### config.mk
export PLATFORM = sky130hd
export DESIGN_NAME = depacketer
export DESIGN_NICKNAME = d
export VERILOG_FILES = /design/src/rtl/pkt_pkg.sv /design/src/rtl/pkt_fifo.sv /design/src/rtl/depacketer.sv
export SDC_FILE = /design/constraint.sdc
export NUM_CORES = 1
export LEC_CHECK = 0
export BUFFER_PORTS_ARGS = -buffer_cell sky130_fd_sc_hd__buf_2
export CAP_MARGIN = 20
export CORE_ASPECT_RATIO = 0.6
export CORE_MARGIN = 2
export CORE_UTILIZATION = 50
export CTS_CLUSTER_SIZE = 25
export DETAILED_ROUTE_END_ITERATION = 8
export PLACE_DENSITY = 0.78
export SETUP_SLACK_MARGIN = 0.02
export SLEW_MARGIN = 5
export SYNTH_ARGS = -nofsm -noshare
export SYNTH_HDL_FRONTEND = slang
export SYNTH_HIERARCHICAL = 1
export SYNTH_SLANG_ARGS = --single-unit
### constraint.sdc
create_clock -name clk -period 3.8 [get_ports clk]
set_input_delay 0.38 -clock clk [delete_from_list [all_inputs] [get_ports clk]]
set_output_delay 0.38 -clock clk [all_outputs]
set_load 0.03 [all_outputs]
### src/rtl/pkt_pkg.sv
// Shared packet definitions for the encoder/depacketer pair: field positions
// and widths, the on-wire packet struct, the buffered entry struct and the
// packet-type enumeration.
package pkt_pkg;

    localparam int unsigned PacketLen       = 64;
    localparam int unsigned PayloadLen      = 32;
    localparam int unsigned PayloadPos      = 0;
    localparam int unsigned OpLen           = 5;
    localparam int unsigned OpPos           = 32;
    localparam int unsigned RankLen         = 3;
    localparam int unsigned RankPos         = 37;
    localparam int unsigned RootLen         = 3;
    localparam int unsigned RootPos         = 40;
    localparam int unsigned CommSizeLen     = 3;
    localparam int unsigned CommSizePos     = 43;
    localparam int unsigned IndexLen        = 4;
    localparam int unsigned IndexPos        = 46;
    localparam int unsigned AlgTypeLen      = 2;
    localparam int unsigned AlgTypePos      = 50;
    localparam int unsigned PacketTypeLen   = 4;
    localparam int unsigned PacketTypePos   = 52;
    localparam int unsigned NodeIdLen       = 3;
    localparam int unsigned DstPos          = 56;
    localparam int unsigned SrcPos          = 59;
    localparam int unsigned ReductionBitPos = 62;
    localparam int unsigned ValidBitPos     = 63;

    typedef enum logic [PacketTypeLen-1:0] {
        PKT_DATA    = 4'd0,
        PKT_REDUCE  = 4'd1,
        PKT_BCAST   = 4'd2,
        PKT_GATHER  = 4'd3,
        PKT_BARRIER = 4'd4
    } pkt_type_e;

    // On-wire packet, MSB first.
    typedef struct packed {
        logic                     valid;
        logic                     reduction;
        logic [NodeIdLen-1:0]     src;
        logic [NodeIdLen-1:0]     dst;
        logic [PacketTypeLen-1:0] pkttype;
        logic [AlgTypeLen-1:0]    algtype;
        logic [IndexLen-1:0]      index;
        logic [CommSizeLen-1:0]   commsize;
        logic [RootLen-1:0]       root;
        logic [RankLen-1:0]       rank;
        logic [OpLen-1:0]         op;
        logic [PayloadLen-1:0]    payload;
    } packet_t;

    // Buffered form: valid and dst are implied by having passed the filter.
    typedef struct packed {
        logic                     reduction;
        logic [NodeIdLen-1:0]     src;
        logic [PacketTypeLen-1:0] pkttype;
        logic [AlgTypeLen-1:0]    algtype;
        logic [IndexLen-1:0]      index;
        logic [CommSizeLen-1:0]   commsize;
        logic [RootLen-1:0]       root;
        logic [RankLen-1:0]       rank;
        logic [OpLen-1:0]         op;
        logic [PayloadLen-1:0]    payload;
    } entry_t;

    localparam int unsigned EntryLen = $bits(entry_t);

    function automatic entry_t to_entry(input packet_t p);
        entry_t e;
        e.reduction = p.reduction;
        e.src       = p.src;
        e.pkttype   = p.pkttype;
        e.algtype   = p.algtype;
        e.index     = p.index;
        e.commsize  = p.commsize;
        e.root      = p.root;
        e.rank      = p.rank;
        e.op        = p.op;
        e.payload   = p.payload;
        return e;
    endfunction

endpackage

### src/rtl/pkt_fifo.sv
// Synchronous FIFO, parameterised width/depth (depth a power of two).
// Ports: clk, rst (sync, active-high), push/wdata, pop/rdata (head, always
// visible), count (occupancy), full, empty. Push when full and pop when empty
// are ignored.
module pkt_fifo #(
    parameter int unsigned Width = 60,
    parameter int unsigned Depth = 4
) (
    input  logic                       clk,
    input  logic                       rst,
    input  logic                       push,
    input  logic [Width-1:0]           wdata,
    input  logic                       pop,
    output logic [Width-1:0]           rdata,
    output logic [$clog2(Depth+1)-1:0] count,
    output logic                       full,
    output logic                       empty
);

    localparam int unsigned PtrW = (Depth > 1) ? $clog2(Depth) : 1;
    localparam int unsigned CntW = $clog2(Depth + 1);

    logic [Width-1:0] mem_q [Depth];
    logic [Width-1:0] mem_d [Depth];
    logic [PtrW-1:0]  wr_ptr_q, wr_ptr_d;
    logic [PtrW-1:0]  rd_ptr_q, rd_ptr_d;
    logic [CntW-1:0]  count_q, count_d;
    logic             do_push, do_pop;

    assign full    = (count_q == CntW'(Depth));
    assign empty   = (count_q == '0);
    assign do_push = push && !full;
    assign do_pop  = pop && !empty;
    assign rdata   = mem_q[rd_ptr_q];
    assign count   = count_q;

    // Next-state: pointers wrap naturally because Depth is a power of two.
    always_comb begin
        mem_d    = mem_q;
        wr_ptr_d = wr_ptr_q;
        rd_ptr_d = rd_ptr_q;
        count_d  = count_q;
        if (do_push) begin
            mem_d[wr_ptr_q] = wdata;
            wr_ptr_d        = wr_ptr_q + PtrW'(1);
        end
        if (do_pop) begin
            rd_ptr_d = rd_ptr_q + PtrW'(1);
        end
        case ({do_push, do_pop})
            2'b10:   count_d = count_q + CntW'(1);
            2'b01:   count_d = count_q - CntW'(1);
            default: count_d = count_q;
        endcase
    end

    always_ff @(posedge clk) begin
        if (rst) begin
            wr_ptr_q <= '0;
            rd_ptr_q <= '0;
            count_q  <= '0;
        end else begin
            wr_ptr_q <= wr_ptr_d;
            rd_ptr_q <= rd_ptr_d;
            count_q  <= count_d;
        end
    end

    // Storage needs no reset: the head is only meaningful while count != 0.
    always_ff @(posedge clk) begin
        mem_q <= mem_d;
    end

endmodule

### src/rtl/depacketer.sv
// Receive-side packet decoder. Filters incoming 64-bit packets on the valid
// bit and destination node, buffers accepted ones in pkt_fifo and presents
// the decoded head fields to the local consumer.
// Ports: clk, rst (sync, active-high); in_valid/in_packet/in_ready (network
// side); out_valid/out_ready plus out_* decoded fields (zero when
// out_valid=0); drop_pulse/drop_count drop statistics.
// Build option: define DEPACKETER_STATS_EN to include the drop counter;
// otherwise drop_pulse and drop_count are tied to 0.
module depacketer
    import pkt_pkg::*;
#(
    parameter int unsigned LocalNode  = 0,
    parameter int unsigned FifoDepth  = 4,
    parameter int unsigned CountWidth = 16
) (
    input  logic                  clk,
    input  logic                  rst,
    input  logic                  in_valid,
    input  logic [63:0]           in_packet,
    output logic                  in_ready,
    output logic                  out_valid,
    input  logic                  out_ready,
    output logic [31:0]           out_payload,
    output logic [4:0]            out_op,
    output logic [2:0]            out_rank,
    output logic [2:0]            out_root,
    output logic [2:0]            out_commsize,
    output logic [3:0]            out_index,
    output logic [1:0]            out_algtype,
    output logic [3:0]            out_pkttype,
    output logic [2:0]            out_src,
    output logic                  out_reduction,
    output logic                  drop_pulse,
    output logic [CountWidth-1:0] drop_count
);

    localparam int unsigned CntW = $clog2(FifoDepth + 1);

    packet_t             pkt_in;
    entry_t              head;
    logic [EntryLen-1:0] fifo_rdata;
    logic [CntW-1:0]     fifo_count;
    logic                fifo_full, fifo_empty;
    logic                accept, addr_ok, push, pop;

    assign pkt_in = packet_t'(in_packet);

    // Drops are consumed through the same gate as pushes: no bypass when full.
    assign in_ready  = !rst && !fifo_full;
    assign accept    = in_valid && in_ready;
    assign addr_ok   = pkt_in.valid && (pkt_in.dst == NodeIdLen'(LocalNode));
    assign push      = accept && addr_ok;
    assign out_valid = !fifo_empty;
    assign pop       = out_valid && out_ready;

    pkt_fifo #(
        .Width (EntryLen),
        .Depth (FifoDepth)
    ) u_fifo (
        .clk   (clk),
        .rst   (rst),
        .push  (push),
        .wdata (EntryLen'(to_entry(pkt_in))),
        .pop   (pop),
        .rdata (fifo_rdata),
        .count (fifo_count),
        .full  (fifo_full),
        .empty (fifo_empty)
    );

    assign head = entry_t'(fifo_rdata);

    // Occupancy and empty flag must agree.
    always_ff @(posedge clk) begin
        if (!rst) begin
            assert (fifo_empty == (fifo_count == '0));
        end
    end

    // Head fields, zeroed while nothing is buffered.
    always_comb begin
        out_payload   = '0;
        out_op        = '0;
        out_rank      = '0;
        out_root      = '0;
        out_commsize  = '0;
        out_index     = '0;
        out_algtype   = '0;
        out_pkttype   = '0;
        out_src       = '0;
        out_reduction = 1'b0;
        if (out_valid) begin
            out_payload   = head.payload;
            out_op        = head.op;
            out_rank      = head.rank;
            out_root      = head.root;
            out_commsize  = head.commsize;
            out_index     = head.index;
            out_algtype   = head.algtype;
            out_pkttype   = head.pkttype;
            out_src       = head.src;
            out_reduction = head.reduction;
        end
    end

`ifdef DEPACKETER_STATS_EN
    logic                  drop;
    logic                  drop_pulse_q, drop_pulse_d;
    logic [CountWidth-1:0] drop_count_q, drop_count_d;

    assign drop = accept && !addr_ok;

    // Saturating drop counter; holds at all-ones.
    always_comb begin
        drop_pulse_d = drop;
        drop_count_d = drop_count_q;
        if (drop && (drop_count_q != {CountWidth{1'b1}})) begin
            drop_count_d = drop_count_q + CountWidth'(1);
        end
    end

    always_ff @(posedge clk) begin
        if (rst) begin
            drop_pulse_q <= 1'b0;
            drop_count_q <= '0;
        end else begin
            drop_pulse_q <= drop_pulse_d;
            drop_count_q <= drop_count_d;
        end
    end

    assign drop_pulse = drop_pulse_q;
    assign drop_count = drop_count_q;
`else
    assign drop_pulse = 1'b0;
    assign drop_count = '0;
`endif

endmodule

==> impl_metrics.json, run 1 <==
{
  "synth-seq-cells": 247,
  "fmax_mhz": 332.4,
  "postCtsSetupBuffers": 0,
  "fin_area_um2": 11320,
  "vdd_drop_max_mv": 0.2780,
  "hold_path_startpoint": "in_packet[61]",
  "p_sw_frac": 0.1903,
  "crit_buf_inv": 2,
  "hold_viol": 0,
  "synth_top_area_share": 0.7296,
  "ff2ff_path_depth": 12,
  "layout_commonest_cell": "edfxtp_1",
  "layout_common_cells": "240 x edfxtp_1, 129 x buf_2, 61 x nor2b_1, 55 x mux4_1, 21 x clkbuf_16",
  "fin_crit_ns": 3.009,
  "critPathLaunchType": "flip-flop",
  "holdCritPathClass": "in -> reg",
  "rows": 39,
  "p_seq_frac": 0.592,
  "status": "complete, no violations",
  "fin_crit_sh": 0.7918,
  "clock_latency_ns": 0.50,
  "routed_wl_um": 17430,
  "grt_use_met1": 0.2437,
  "nFillCells": 1437,
  "numClockSinks": 247,
  "port_buffers": 129,
  "cts_max_path_buffers": 3,
  "register_area_um2": 7352,
  "yosysUniqueCellTypes": 27,
  "vias_per_cell": 5.303,
  "r2r-start": "u_fifo/count[2]",
  "path_cells": "buf_4 -> mux4_1 -> nor2b_1 -> buf_2",
  "die_w_um": 185.5,
  "grt_max_degree": 64,
  "drc_errors": 0,
  "drive_gt1_frac": 0.2869,
  "holdPathEnd": "u_fifo/mem_q[118]",
  "syn-mean-instance-area_um2": 21.81,
  "cp.arrival_ns": 2.63,
  "coreArea_um2": 19180,
  "grtUsageTotal": 0.1679,
  "final_nets": 662,
  "slowest_delay_ns": 0.70,
  "endpoint_kind": "primary output",
  "synth_cells": 453,
  "grt_pass1_wl_um": 26410,
  "post_cts_resized": 0,
  "ys.warnings.count": 6,
  "cts.htree.levels": 1,
  "switching_power_mw": 0.9616,
  "yosysTopAreaCell": "edfxtp_1",
  "synthesis.area_um2": 9878,
  "ys_top_cells_by_area": "edfxtp_1 73%, mux4_1 15%, nor2b_1 3.9%",
  "met3_usage": 0.04506,
  "worstHoldPathCells": 1,
  "crit_family": "flip-flops",
  "firstDrtPassIters": 4,
  "power.clock.fraction": 0.386,
  "top_usage_layer": "met2",
  "cts_root_buf": "clkbuf_16",
  "area_growth_pct": 14.63,
  "grtUsageMet2": 0.2629,
  "reg2reg_to": "u_fifo/count[2]",
  "final_max_slew_viol_count": 0,
  "ios": 147,
  "vias": 4619,
  "fin_skew_ns": 0.009408,
  "clkSlewWorstSetupHoldPaths_ns": 0.06,
  "grt_pass1_vias": 4727,
  "r2r_slack_ns": 1.09,
  "relSlewSlack": 0.3699,
  "ys_seq_area_frac": 0.7438,
  "die_h_um": 112.9,
  "slowest_stage": "dfxtp_4",
  "cap_violations": 0,
  "wl_per_cell_um": 20.01,
  "comb_power_share": 0.023,
  "start_util": 0.5151,
  "rsz0062_at_grt": "no",
  "setup_viol": 0,
  "place_congestion": 0.7038,
  "numCtsBuffers": 21,
  "antenna_found_initial": 5,
  "path_class": "reg -> out",
  "p_int_mw": 4.091,
  "cp_max_fo": 32,
  "cts_tree": "built",
  "dp_hpwl_um": 10380,
  "place_area_um2": 10700,
  "postRouteAntennaNets": 0,
  "first_iter_violations": 272,
  "power.leakage_nw": 3.910,
  "die_area_um2": 20930,
  "multi_input_area_um2": 2293,
  "cts_hold_buf": 0,
  "final.setup.tns_ns": 0,
  "grt_overflow": 0,
  "cp.required_ns": 3.42,
  "worstMarginPinSlew_ns": 0.9451,
  "p_per_area_nw_per_um2": 446.2
}
cell type report:
cell class	instances	area share
Multi-Input combinational cell	176	0.2025
Clock inverter	6	0.002762
Inverter	9	0.002983
Clock buffer	32	0.05182
Sequential cell	247	0.6493
Timing Repair Buffer	133	0.06077
Tap cell	266	0.02939
Antenna cell	2	0.0004420
Yosys cell counts:
| cell | n |
|---|---|
| inv_1 | 9 |
| dfxtp_1 | 7 |
| nor2b_1 | 61 |
| mux4_2 | 5 |
| edfxtp_1 | 240 |
| nor2_1 | 6 |
| nor3b_2 | 1 |
| clkbuf_1 | 1 |
| conb_1 | 1 |
| buf_12 | 1 |
| or3_1 | 3 |
| fa_1 | 1 |
| and2_1 | 4 |
| a21oi_1 | 4 |
| and4_1 | 1 |
| xor2_1 | 3 |
| ha_1 | 5 |
| o21ai_0 | 3 |
| nand2_1 | 1 |
| buf_6 | 6 |
| buf_2 | 12 |
| o31ai_1 | 1 |
| nand2b_1 | 2 |
| mux4_1 | 55 |
| nor3_1 | 2 |
| buf_4 | 17 |
| mux2i_1 | 1 |
cell families after synthesis:
group / Yosys count / synth area share
xor gates and xnor gates: 3 / 0.002660
other: 1 / 0.0003796
adders and majority gates: 6 / 0.008360
AOI/OAI and AO/OA: 8 / 0.004306
muxes: 61 / 0.1587
DFF: 247 / 0.7438
buffers and inverters: 46 / 0.03166
and+or+nand+nor: 81 / 0.05016
worst max path at each step:
stage	startpoint	end	slack (ns)	cells after the start
floorplan	u_fifo/count[2]	u_fifo/mem_q[0]	0.43	6
global placement	u_fifo/rd_ptr_q[0]	out_payload[1]	1.31	4
detailed placement	u_fifo/count[2]	u_fifo/count[2]	1.12	12
CTS	u_fifo/rd_ptr_q[0]	out_src[2]	0.74	4
global route	u_fifo/rd_ptr_q[0]	out_payload[1]	0.68	4
finish	u_fifo/rd_ptr_q[0]	out_src[2]	0.79	4
routing by layer:
| layer | up-vias | routed length, µm | share of wire |
|---|---|---|---|
| li1 | 2091 | - | - |
| met1 | 2332 | 7800 | 0.45 |
| met2 | 160 | 7983 | 0.46 |
| met3 | 30 | 1379 | 0.079 |
| met4 | 6 | 225 | 0.013 |
| met5 | - | 35 | 0.0020 |
per-stage QoR:
stage,utilization,worst slack (ns),std cells,hold WS [ns],power (mW)
floorplan,-,0.4267,469,0.4491,3.109
global placement,0.5580,1.312,831,0.4981,3.157
global route,0.5903,0.6816,870,0.07919,5.218
CTS,0.5902,0.7397,869,0.08023,5.101
finish,0.5905,0.7913,871,0.09913,5.053
detailed placement,0.5580,1.119,831,0.5413,3.165
worst register-to-register path, cell delays in order (launching register included):
cell	delay [ns]
dfxtp_1	0.41
nor3b_2	0.32
nor2_1	0.12
and4_1	0.21
inv_1	0.10
nor2_1	0.12
inv_1	0.09
ha_1	0.18
inv_1	0.06
fa_1	0.37
xor2_1	0.17
or3_1	0.33
a21oi_1	0.16
power groups by stage:
stage                     logic [mW]  registers (mW)  clock network [mW]
final                          0.116            2.99                1.95
after global routing           0.128            2.99                2.10
after CTS                      0.117            2.99                2.00
after detailed placement       0.117            3.05                   0
after global placement         0.109            3.05                   0
after floorplan               0.0589            3.05                   0
registers in the layout, summed over array words and instances, names as in the netlist:
signal / flops
u_fifo/mem_q: 240
u_fifo/wr_ptr_q: 2
u_fifo/rd_ptr_q: 2
u_fifo/count: 3
No activity file was read; power rests on OpenSTA's default activity.
==> inputs of run 2 (changes only) <==
Settings changed: PLACE_DENSITY 0.78 to 0.81.
Clock period 3.8 ns to 2.65 ns, I/O delays scaled along.
==> impl_metrics.json, run 2 (synthesis gave the netlist of run 1 again) <==
{
  "r2r-start": "u_fifo/count[0]",
  "switching_power_mw": 1.458,
  "numCtsBuffers": 24,
  "clock_latency_ns": 0.50,
  "postRouteAntennaNets": 0,
  "cts_tree": "built",
  "die_area_um2": 20930,
  "routed_wl_um": 19120,
  "p_per_area_nw_per_um2": 620.4,
  "p_seq_frac": 0.567,
  "comb_power_share": 0.031,
  "path_class": "reg -> reg",
  "setup_viol": 0,
  "worstMarginPinSlew_ns": 0.7719,
  "power.clock.fraction": 0.401,
  "place_area_um2": 10830,
  "coreArea_um2": 19180,
  "dp_hpwl_um": 10870,
  "r2r_slack_ns": 0.09,
  "rows": 39,
  "area_growth_pct": 23.36,
  "fin_skew_ns": 0.006060,
  "ff2ff_path_depth": 12,
  "layout_commonest_cell": "edfxtp_1",
  "largest_register_ffs": 240,
  "vdd_drop_max_mv": 0.5072,
  "final_nets": 739,
  "place_congestion": 0.6762,
  "fin_area_um2": 12190,
  "cp.arrival_ns": 2.99,
  "largest_register": "u_fifo/mem_q",
  "holdCritPathClass": "in -> reg",
  "final_max_slew_viol_count": 0,
  "dp_slack_ns": 0.1169,
  "hold_slack_ns": 0.02823,
  "fin_crit_ns": 2.556,
  "reg2reg_to": "u_fifo/count[2]",
  "grt_pass1_vias": 5276,
  "wl_per_cell_um": 20.17,
  "cts.htree.levels": 1,
  "numClockSinks": 247,
  "cp_max_fo": 6,
  "port_buffers": 129,
  "first_iter_violations": 321,
  "timing.final.ws_setup_ns": 0.09442,
  "power.total_mw": 7.559,
  "p_int_mw": 6.101,
  "relSlewSlack": 0.4854,
  "crit_end": "u_fifo/count[2]",
  "ios": 147,
  "grt_max_degree": 64,
  "cp.required_ns": 3.08,
  "die_w_um": 185.5,
  "crit_start": "u_fifo/count[0]",
  "fin_crit_sh": 0.9644,
  "clkSlewWorstSetupHoldPaths_ns": 0.06,
  "start_util": 0.5151,
  "firstDrtPassIters": 4,
  "critPathLaunchType": "flip-flop",
  "hold_viol": 0,
  "drive_gt1_frac": 0.2779,
  "drc_errors": 0,
  "grtUsageTotal": 0.1825,
  "grt_overflow": 0,
  "endpoint_kind": "flip-flop",
  "vias_per_cell": 5.284,
  "grt_pass1_wl_um": 28790,
  "fmax_mhz": 391.3,
  "rsz0062_at_grt": "yes",
  "cap_violations": 0,
  "layout_common_cells": "240 x edfxtp_1, 129 x buf_2, 61 x nor2b_1, 59 x dlygate4sd3_1, 55 x mux4_1",
  "fin_util": 0.6354,
  "power.leakage_nw": 4.283,
  "antenna_found_initial": 2,
  "die_h_um": 112.9,
  "cts_root_buf": "clkbuf_16",
  "vias": 5009,
  "p_sw_frac": 0.1929,
  "status": "complete, no violations",
  "cts_max_path_buffers": 3
}
## run 2: cell count changes in the layout (fill, tap and decap cells not counted), moves of 4 or more
cell / change
buf_4: +9
clkbuf_16: +4
dlygate4sd3_1: +59
clkinv_1: +6
buf_12: +5
## run 2: timing repair
| item | 4_1_cts | 5_1_grt |
|---|---|---|
| hold buffers | 59 | 0 |
| endpoints found under the setup margin | 0 | 15 |
| gates resized for setup | 0 | 4 |
| endpoints found under the hold margin | 236 | 0 |
| buffers inserted | 0 | 8 |
## run 2: power by group through the flow
stage	Combinational (mW)	Sequential, mW	Clock (mW)
2_1_floorplan	0.0845	4.37	0
4_1_cts	0.236	4.29	3.11
3_3_place_gp	0.154	4.37	0
5_1_grt	0.258	4.29	3.26
6_report	0.238	4.29	3.03
3_5_place_dp	0.166	4.37	0
## run 2: worst min-delay path by stage
stage	startpoint	to	slack, ns	depth (start not counted)
final	in_packet[1]	u_fifo/mem_q[61]	0.03	1
after floorplan	rst	u_fifo/count[2]	0.33	1
after global routing	in_packet[1]	u_fifo/mem_q[181]	0.01	1
after detailed placement	in_packet[40]	u_fifo/mem_q[160]	0.48	1
after global placement	in_packet[32]	u_fifo/mem_q[32]	0.47	1
after CTS	in_packet[1]	u_fifo/mem_q[181]	0.006	1
## run 2: layout make-up
cell class / instances / area, µm²
well taps: 266 / 332.8
repair buffers: 207 / 1474
fillers: 1334 / 6992
clock buffers: 32 / 651.9
clock inverters: 9 / 35.03
flip-flops and latches: 247 / 7353
multi-input cells: 176 / 2300
diodes: 2 / 5.005
inverters: 9 / 33.78
## run 2: metrics by stage
step,instances,setup TNS (ns)
detailed placement,838,0
floorplan,469,-18.77
global route,948,-0.01637
global placement,838,0
finish,948,0
CTS,938,0
## run 2: per-layer routing
| layer | vias to the layer above | routed length (µm) | track usage | part of all wire |
|---|---|---|---|---|
| met5 | - | 0 | 0 | 0 |
| met4 | 0 | 183 | 0.03545 | 0.0096 |
| met3 | 18 | 1319 | 0.04216 | 0.069 |
| met2 | 197 | 9364 | 0.3092 | 0.49 |
| met1 | 2547 | 8255 | 0.2468 | 0.43 |
| li1 | 2247 | - | - | - |
## run 2: critical path: stages, from the launching register on
cell and delay, ns:
dfxtp_1 0.38, nor3b_4 0.28, nor2_1 0.09, and4_1 0.19
inv_1 0.10, nor2_2 0.09, inv_1 0.08, ha_1 0.20
inv_1 0.07, fa_1 0.38, xor2_1 0.16, or3_1 0.31
a21oi_1 0.14
==> inputs of run 3 (changes only) <==
Settings changed: ABC_AREA from default to 1.
==> impl_metrics.json, run 3 <==
{
  "status": "complete, no violations",
  "synth_top_area_share": 0.6883,
  "critPathLaunchType": "flip-flop",
  "first_iter_violations": 400,
  "place_area_um2": 11280,
  "final.setup.tns_ns": 0,
  "switching_power_mw": 1.540,
  "p_per_area_nw_per_um2": 614.0,
  "fmax_mhz": 394.2,
  "routed_wl_um": 21300,
  "clock_latency_ns": 0.50,
  "numCtsBuffers": 22,
  "syn-mean-instance-area_um2": 13.05,
  "path_class": "reg -> out",
  "start_util": 0.5165,
  "cts_root_buf": "clkbuf_16",
  "yosysUniqueCellTypes": 24,
  "largest_register": "u_fifo/mem_q",
  "cp.required_ns": 2.38,
  "postCtsSetupBuffers": 0,
  "rows": 40,
  "synth-edff-count": 240,
  "cap_violations": 0,
  "largest_register_ffs": 240,
  "hold_viol": 0,
  "rsz0062_at_grt": "no",
  "slowest_stage": "dfxtp_4",
  "area_growth_pct": 20.10,
  "cts_max_path_buffers": 3,
  "vdd_drop_max_mv": 0.4878,
  "cts.htree.levels": 1,
  "coreArea_um2": 20270,
  "ys.warnings.count": 6,
  "timing.final.ws_setup_ns": 0.1130,
  "fin_skew_ns": 0.01208,
  "synth-seq-cells": 247,
  "nFillCells": 1558,
  "power.leakage_nw": 4.756,
  "fin_crit_sh": 0.9574,
  "final_nets": 1053,
  "ys_top_cells_by_area": "edfxtp_1 69%, nor2_1 5.8%, o21ai_0 4.0%",
  "dp_hpwl_um": 12200,
  "grtUsageTotal": 0.1927,
  "dp_cells": 1171,
  "die_w_um": 190.8,
  "p_sw_frac": 0.1994,
  "numClockSinks": 247,
  "vias": 6453,
  "fin_util": 0.6204,
  "path_cells": "buf_12 -> o21ai_0 -> o22ai_2 -> inv_1 -> nor2_1 -> buf_2",
  "worstMarginPinSlew_ns": 0.5039,
  "p_int_mw": 6.181,
  "cp.arrival_ns": 2.27,
  "grt_pass1_vias": 6322,
  "vias_per_cell": 5.093,
  "layout_common_cells": "240 x edfxtp_1, 158 x nor2_1, 129 x buf_2, 83 x o21ai_0, 80 x inv_1",
  "async_flop_share": 0,
  "setup_viol": 0,
  "final_max_slew_viol_count": 0,
  "ios": 147,
  "layoutNonFillerInstCount": 1267,
  "grt_max_degree": 63,
  "wl_per_cell_um": 16.81,
  "clkSlewWorstSetupHoldPaths_ns": 0.07,
  "ys_seq_area_frac": 0.7017,
  "comb_power_share": 0.036,
  "synth.most_common_cell": "edfxtp_1",
  "antenna_found_initial": 1,
  "die_area_um2": 22150,
  "synthesis.area_um2": 10470,
  "synth_cells": 802,
  "power.clock.fraction": 0.409,
  "endpoint_kind": "primary output",
  "die_h_um": 116.1,
  "firstDrtPassIters": 5,
  "port_buffers": 129,
  "holdCritPathClass": "in -> reg",
  "grt_pass1_wl_um": 33120,
  "place_congestion": 0.7657,
  "synthTopCellsByCount": "240 x edfxtp_1, 163 x nor2_1, 83 x o21ai_0",
  "drc_errors": 0,
  "p_seq_frac": 0.555,
  "fin_crit_ns": 2.537,
  "fin_area_um2": 12570,
  "drive_gt1_frac": 0.2477,
  "yosysTopAreaCell": "edfxtp_1",
  "ys.flop_type": "edfxtp_1",
  "dp_slack_ns": 0.4048,
  "grt_overflow": 0,
  "cp_max_fo": 62,
  "cts_tree": "built",
  "slowest_delay_ns": 0.57,
  "layout_commonest_cell": "edfxtp_1",
  "postRouteAntennaNets": 0,
  "relSlewSlack": 0.6641
}
[run 3: changes by cell type after synthesis, moves of 8 or more]
cell,before,now
clkbuf_1,1,18
o22ai_2,0,30
nor2_4,0,29
buf_6,6,14
inv_1,9,81
o22ai_1,0,30
o21ai_0,3,83
nand2_1,1,16
nor2b_1,61,0
o21ai_1,0,39
mux4_1,55,0
nor2_1,6,163
[run 3: logic make-up (layout without fill, tap and decap cells)]
group	count (synthesis)	in the layout	synth area share
simple gates	215	215	0.09883
flops	247	247	0.7017
fa+ha+maj	6	6	0.007887
compound gates	187	187	0.1145
buf+inv	146	321	0.07672
other cells	1	18	0.0003582
[run 3: path summary, 6_finish.rpt]
kind         cells past startpoint                 end               start  slack [ns]
max reg2reg                     16     u_fifo/count[2]     u_fifo/count[1]        0.38
min reg2reg                      2  u_fifo/wr_ptr_q[1]  u_fifo/wr_ptr_q[1]        0.52
max                              6          out_src[2]  u_fifo/rd_ptr_q[0]        0.11
min                              2  u_fifo/wr_ptr_q[1]                 rst        0.02
[run 3: through the flow]
stage	power [mW]	hold WS [ns]
finish	7.720	0.02448
global route	7.964	0.01254
CTS	7.780	0.002948
detailed placement	4.579	0.4814
global placement	4.572	0.4783
floorplan	4.493	0.3341
[run 3: power groups by stage]
stage,logic (mW),registers [mW],clock network (mW)
6_report,0.275,4.29,3.16
5_1_grt,0.300,4.28,3.38
4_1_cts,0.274,4.28,3.22
3_5_place_dp,0.208,4.37,0
3_3_place_gp,0.201,4.37,0
2_1_floorplan,0.119,4.37,0
[run 3: final cells by class]
cell class / instances / area (µm²) / share of cell area
Antenna cell: 1 / 2.502 / 0.0001990
Multi-Input combinational cell: 425 / 2420 / 0.1924
Clock buffer: 26 / 586.8 / 0.04667
Sequential cell: 247 / 7352 / 0.5847
Clock inverter: 12 / 117.6 / 0.009353
Tap cell: 273 / 341.6 / 0.02716
Timing Repair Buffer: 200 / 1433 / 0.1139
Inverter: 83 / 321.6 / 0.02557
[run 3: critical path, delay by kind of cell (launching register included)]
| kind | cells | cell delay [ns] |
|---|---|---|
| flops | 1 | 0.57 |
| compound gates | 2 | 0.37 |
| simple gates | 1 | 0.21 |
| buf+inv | 3 | 0.60 |
[run 3: routing by layer]
metal,part of all wire,vias to the layer above,track usage
li1,-,3128,-
met1,0.45,3116,0.2667
met2,0.48,187,0.3242
met3,0.055,22,0.03606
met4,0.014,0,0.03928
met5,0,-,0
[run 3: what timing repair did]
item                                    CTS  global route
gates resized for setup                   1             4
hold endpoints to repair                219             5
endpoints found under the setup margin    1            21
hold buffers                             55             2
